[src/rtl/serializer_tx_sched.sv]
// Two-requester round-robin scheduler feeding a PISO serializer.
// Latches the winning byte, issues a load strobe, bit-rate shift strobes, then a frame-done pulse.
module serializer_tx_sched #(
    parameter int DATA_WIDTH = 8,
    parameter int CLK_DIV    = 4
) (
    input  logic                  clk,
    input  logic                  rst,
    input  logic                  s0_valid,
    input  logic [DATA_WIDTH-1:0] s0_data,
    output logic                  s0_ready,
    input  logic                  s1_valid,
    input  logic [DATA_WIDTH-1:0] s1_data,
    output logic                  s1_ready,
    output logic                  ser_load,
    output logic [DATA_WIDTH-1:0] ser_data,
    output logic                  ser_shift,
    output logic                  busy,
    output logic                  grant_id,
    output logic                  frame_done
);

    localparam int DIV_W = (CLK_DIV > 1) ? $clog2(CLK_DIV) : 1;
    localparam int BIT_W = $clog2(DATA_WIDTH + 1);
    localparam logic [DIV_W-1:0] DIV_MAX  = DIV_W'(CLK_DIV - 1);
    localparam logic [BIT_W-1:0] BIT_LAST = BIT_W'(DATA_WIDTH - 1);

    typedef enum logic [1:0] {
        IDLE  = 2'd0,
        LOAD  = 2'd1,
        SHIFT = 2'd2,
        GAP   = 2'd3
    } state_t;

    state_t           state;
    logic [DIV_W-1:0] div_cnt;
    logic [DIV_W-1:0] div_next;
    logic [BIT_W-1:0] bit_cnt;
    logic             last_grant;

    logic any_valid;
    logic win;
    logic accept;
    logic div_wrap;
    logic shift_now;
    logic last_shift;

    // Round-robin pick: contention goes to whoever was not granted last.
    assign any_valid  = s0_valid | s1_valid;
    assign win        = (s0_valid & s1_valid) ? ~last_grant : s1_valid;
    assign accept     = (state == IDLE) & ~rst & any_valid;
    assign s0_ready   = accept & ~win;
    assign s1_ready   = accept & win;

    assign div_wrap   = (div_cnt == DIV_MAX);
    assign div_next   = div_wrap ? '0 : div_cnt + DIV_W'(1);
    assign shift_now  = (state == SHIFT) & div_wrap;
    assign last_shift = shift_now & (bit_cnt == BIT_LAST);

    // Frame sequencer; strobes are registered one cycle ahead of the state they belong to.
    always_ff @(posedge clk) begin
        if (rst) begin
            state      <= IDLE;
            div_cnt    <= '0;
            bit_cnt    <= '0;
            last_grant <= 1'b1;
            grant_id   <= 1'b0;
            ser_data   <= '0;
            ser_load   <= 1'b0;
            ser_shift  <= 1'b0;
            frame_done <= 1'b0;
            busy       <= 1'b0;
        end else begin
            ser_load   <= 1'b0;
            ser_shift  <= 1'b0;
            frame_done <= 1'b0;
            unique case (state)
                IDLE: begin
                    if (accept) begin
                        state      <= LOAD;
                        busy       <= 1'b1;
                        grant_id   <= win;
                        last_grant <= win;
                        ser_data   <= win ? s1_data : s0_data;
                        ser_load   <= 1'b1;
                    end
                end
                LOAD: begin
                    state     <= SHIFT;
                    div_cnt   <= '0;
                    bit_cnt   <= '0;
                    ser_shift <= (DIV_MAX == '0);
                end
                SHIFT: begin
                    if (last_shift) begin
                        state      <= GAP;
                        frame_done <= 1'b1;
                    end else begin
                        div_cnt   <= div_next;
                        ser_shift <= (div_next == DIV_MAX);
                        if (shift_now) begin
                            bit_cnt <= bit_cnt + BIT_W'(1);
                        end
                    end
                end
                GAP: begin
                    state <= IDLE;
                    busy  <= 1'b0;
                end
                default: begin
                    state <= IDLE;
                    busy  <= 1'b0;
                end
            endcase
        end
    end

endmodule
[config.mk]
export PLATFORM = sky130hd
export DESIGN_NAME = serializer_tx_sched
export DESIGN_NICKNAME = d
export VERILOG_FILES = /design/src/rtl/serializer_tx_sched.sv
export SDC_FILE = /design/constraint.sdc
export NUM_CORES = 1
export LEC_CHECK = 0
export ABC_AREA = 1
export CORE_ASPECT_RATIO = 0.9
export CORE_UTILIZATION = 25
export CTS_CLUSTER_DIAMETER = 150
export DETAILED_ROUTE_END_ITERATION = 8
export GPL_TIMING_DRIVEN = 1
export HOLD_SLACK_MARGIN = 0.06
export SLEW_MARGIN = 0
export SYNTH_ARGS = -nofsm -noshare
export SYNTH_HDL_FRONTEND = slang
export SYNTH_SLANG_ARGS = --single-unit
export TNS_END_PERCENT = 20
[constraint.sdc]
create_clock -name clk -period 1.2 [get_ports clk]
set_input_delay 0.24 -clock clk [delete_from_list [all_inputs] [get_ports clk]]
set_output_delay 0.24 -clock clk [all_outputs]
set_load 0.02 [all_outputs]
# Word level (Yosys, flattened, before mapping)
# Cells that the tools add are included.
word_totals:
  reg_bits: 22
  in_bits: 20
classes:
  n_addsub: 2
  n_eq_ne: 10
  mux: 15
  bitwise_logic: 13
  n_reduce_logical: 11
op_table:
  columns: ["op", "n"]
  rows:
  - ["== test 2 bit (second input constant)", 4]
  - ["2-to-1 mux 2 bit", 4]
  - ["2-to-1 mux 4 bit", 2]
  - ["2-to-1 mux 8 bit", 1]
  - ["!= test 2 bit (second input constant)", 4]
  - ["case mux 2 bit (4 select lines)", 1]
  - ["case mux 4 bit (2 select lines)", 1]
  - ["AND reduction 2 bit", 4]
  - ["AND 1 bit", 7]
  - ["inverter 1 bit", 5]
  - ["adder 4 x 1 -> 4 bit (second input constant)", 1]
  - ["== test 4 x 3 -> 1 bit (second input constant)", 1]
  - ["2-to-1 mux 1 bit", 4]
  - ["case mux 2 bit (2 select lines)", 1]
  - ["nonzero test 2 bit", 2]
  - ["OR reduction 2 bit", 2]
  - ["AND reduction 3 bit", 1]
  - ["OR reduction 3 bit", 1]
  - ["adder 2 x 1 -> 2 bit (second input constant)", 1]
  - ["== test 2 x 1 -> 1 bit (second input constant)", 1]
  - ["logical NOT 2 bit", 1]
  - ["case mux 1 bit (2 select lines)", 1]
  - ["bitwise OR 1 bit", 1]

# Longest topological paths before layout
depth:
  ltp_word: 5
  mapped_depth: 10

# Least setup slack after synthesis
# Ideal clock, no wire load.
synth_timing:
  path_type: "register to output"
  from: "register state[0]"
  to: "output s1_ready"
  t_arrival_ns: 1.144
  path_slack_ns: -0.184
  path_stages_with_launch: 8
  path_cell_list: "dfxtp_1 -> inv_1 -> ha_1 -> o21ai_2 -> nor2_4 -> buf_4 -> nand2_1 -> inv_1"
synth_between:
  elab_chain_len: 4
synth_lines:
  columns: ["item", "line_no", "rtl"]
  rows:
  - ["start, declared", "35", "state_t state;"]
  - ["start signal, assigned", "63", "state <= IDLE;"]
  - ["start signal, assigned", "80", "state <= LOAD;"]
  - ["start signal, assigned", "89", "state <= SHIFT;"]
  - ["logical NOT 2 bit", "51", "assign accept = (state == IDLE) & ~rst & any_valid;"]
  - ["AND 1 bit (2 in a row)", "51", null]
  - ["AND 1 bit", "53", "assign s1_ready = accept & win;"]
  - ["end, declared", "14", "output logic s1_ready,"]
# No other way between the ends.

# Worst setup path after layout
layout_timing:
  from: "register state[1]"
  to: "output s0_ready"
layout_between:
  elab_chain_len: 4
layout_lines:
  columns: ["item", "line_no", "rtl"]
  rows:
  - ["logical NOT 2 bit", "51", null]
  - ["AND 1 bit (2 in a row)", "51", null]
  - ["AND 1 bit", "52", "assign s0_ready = accept & ~win;"]
  - ["end, declared", "11", "output logic s0_ready,"]
# No other way between the ends.

==> impl_metrics.toml <==
[setup_path]
ff2ff_path_depth = 12
critical_path_arrival_ns = 1.27
critPathLaunchType = "flip-flop"
required_ns = 0.96
crit_path_end_kind = "output port"
critPathKind = "reg2out"
crit_path_max_fanout = 4

[power]
ir_drop_v = 0.000832
power_mw = 2.96
leakage_nw = 0.881
p_per_area_nw_per_um2 = 1670

[min_path]
worstHoldPathCells = 2
hp-class = "reg2reg"

[sta]
setup_slack_ns = -0.312
maxSlewViolCount = 0
fin_tns_setup_ns = -1.94
rsz0062_at_grt = "yes"
timing.final.hold_violations = 0
max_freq_mhz = 661
period_needed_ns = 1.51
clock_skew_ns = 0.00141
post-route-period-util_pct = 126
slew_headroom_pct = 73.3
tightest_slew_ns = 0.398
setup_violations = 22

[global_route]
track_usage_pct = 11.8
grt_antenna_before_repair = 0
grt_pass1_wl_mm = 4.33
grt_max_degree = 17
grt.overflow.total = 0
first_global_vias = 1050

[final_layout]
final_cells = 258
diodes = 0
nets = 240
area_growth_pct = 61.9
drive_gt1_share_pct = 27.6
fin_area_sq_um = 1780
final_common_cell = "nand2_1"
fill_cells = 432
final_cell_mix = "55 x nand2_1, 22 x buf_4, 20 x dfxtp_1"

[logic_synthesis]
ys_seq_area_share_pct = 40.1
synth_edf_count = 0
netlist_instances = 153
yosysTopAreaCellShare_pct = 40.1
ys.flop_type = "dfxtp_1"
ys_top_cells_by_area = "dfxtp_1 40%, nand2_1 20%, ha_1 9.1%, a21oi_1 7.3%, inv_1 3.4%"
yosysTopAreaCell = "dfxtp_1"
yosysWarnings = 0
synth_seq_cells = 22
ys_async_sr_fraction_pct = 0
syn_nets = 181
ys_types = 21
postSynthAreaPerCell_sq_um = 7.17
synth_area_sq_um = 1100

[die]
die_w_um = 71.8
coreArea_sq_um = 4130
die_area_sq_um = 4660
ios = 35
dieHeight_um = 64.9
start_util_pct = 26.6
num_rows = 22

[outcome]
status = "finished with violations"
violations = "setup timing"

[cts]
cts.sinks = 22
clockRootBuffer = "clkbuf_8"
clock_path_buffers = 2
clock_latency_ns = 0.25
ctsHoldBuffers = 0
htree_num_levels = 1
tritoncts = "built"
clkTransAtPathRegs_ns = 0.07
numCtsBuffers = 3

[routing]
via_per_inst = 4.30
first_iter_violations = 30
totalWireLength_mm = 2.51
post_drt_wl_per_cell_um = 9.74
drc = 0
antenna_left = 0
firstDrtPassIters = 4
vias = 1109

[placed_design]
numPlacedInstances = 251
dp_hpwl_mm = 1.91
gp_congestion = 0.729
placed_area_sq_um = 1660
pre_cts_slack_ns = -0.841
port_buffers = 34

[flow_run]
maxCapViolations = 0
## critical path, stage by stage (launching register included)
cell and delay (ns):
dfxtp_2 0.33, inv_2 0.07, ha_4 0.15, o21ai_4 0.06, nor2_4 0.15, inv_2 0.07
nor2_4 0.08, buf_6 0.12
## repair_timing
item | CTS | global route
gates resized for setup | 30 | 16
gates cloned | 0 | 0
pin swaps | 2 | 4
setup endpoints to repair | 35 | 26
buffers inserted | 0 | 4
## state kept, by name, indices dropped and copies added, names as in the netlist
| name | cells |
|---|---|
| bit_cnt | 4 |
| busy | 1 |
| div_cnt | 2 |
| frame_done | 1 |
| grant_id | 1 |
| last_grant | 1 |
| ser_data | 8 |
| ser_load | 1 |
| ser_shift | 1 |
| state | 2 |
## layer usage
layer / global-route usage, % / up-vias / routed length (um)
li1: - / 598 / -
met1: 14.1 / 489 / 1230
met2: 20.3 / 20 / 1150
met3: 3.42 / 2 / 114
met4: 3.68 / 0 / 23
met5: 0 / - / 0
## per-stage QoR
step           hold WS, ns  util, %
4_1_cts              0.464     41.2
6_report             0.460     43.0
2_1_floorplan        0.433        -
5_1_grt              0.479     43.0
3_3_place_gp         0.452     40.2
3_5_place_dp         0.455     40.2
## cells in the mapped netlist, types with 2 or more instances
cell     count
nand3_1      5
ha_1         8
inv_1       10
nand2_1     59
dfxtp_1     22
nor2_4       2
inv_2        3
o21ai_0      3
nor2_1       9
a21oi_1     16
buf_2        2
nand2_2      5
## path summary, 6_finish.rpt
check / start / to / slack [ns]
max: state[1] / s0_ready / -0.31
max reg2reg: state[0] / bit_cnt[2] / -0.18
min reg2reg: ser_data[3] / ser_data[3] / 0.46
min: ser_data[3] / ser_data[3] / 0.46
## area by class of cell
class	count	area [sq um]	share of cell area [%]
clock buffers	3	41.3	2.32
inverters	13	48.8	2.75
multi-input cells	115	678	38.2
flip-flops and latches	22	443	24.9
well taps	48	60.1	3.38
repair buffers	57	505	28.5
## kinds of logic after synthesis
family	count (synthesis)	synth area share, %
compound gates	23	11.4
fa+ha+maj	8	9.12
flops	22	40.1
buf+inv	16	6.04
simple gates	84	33.3
## power breakdown
part           internal [mW]  leakage [nW]  switching, mW  total, mW
combinational          0.756         0.679          0.822       1.58
sequential             0.873         0.180         0.0698      0.943
clock                  0.224        0.0216          0.218      0.442
Note: power is estimated with default switching activity, not from simulation.
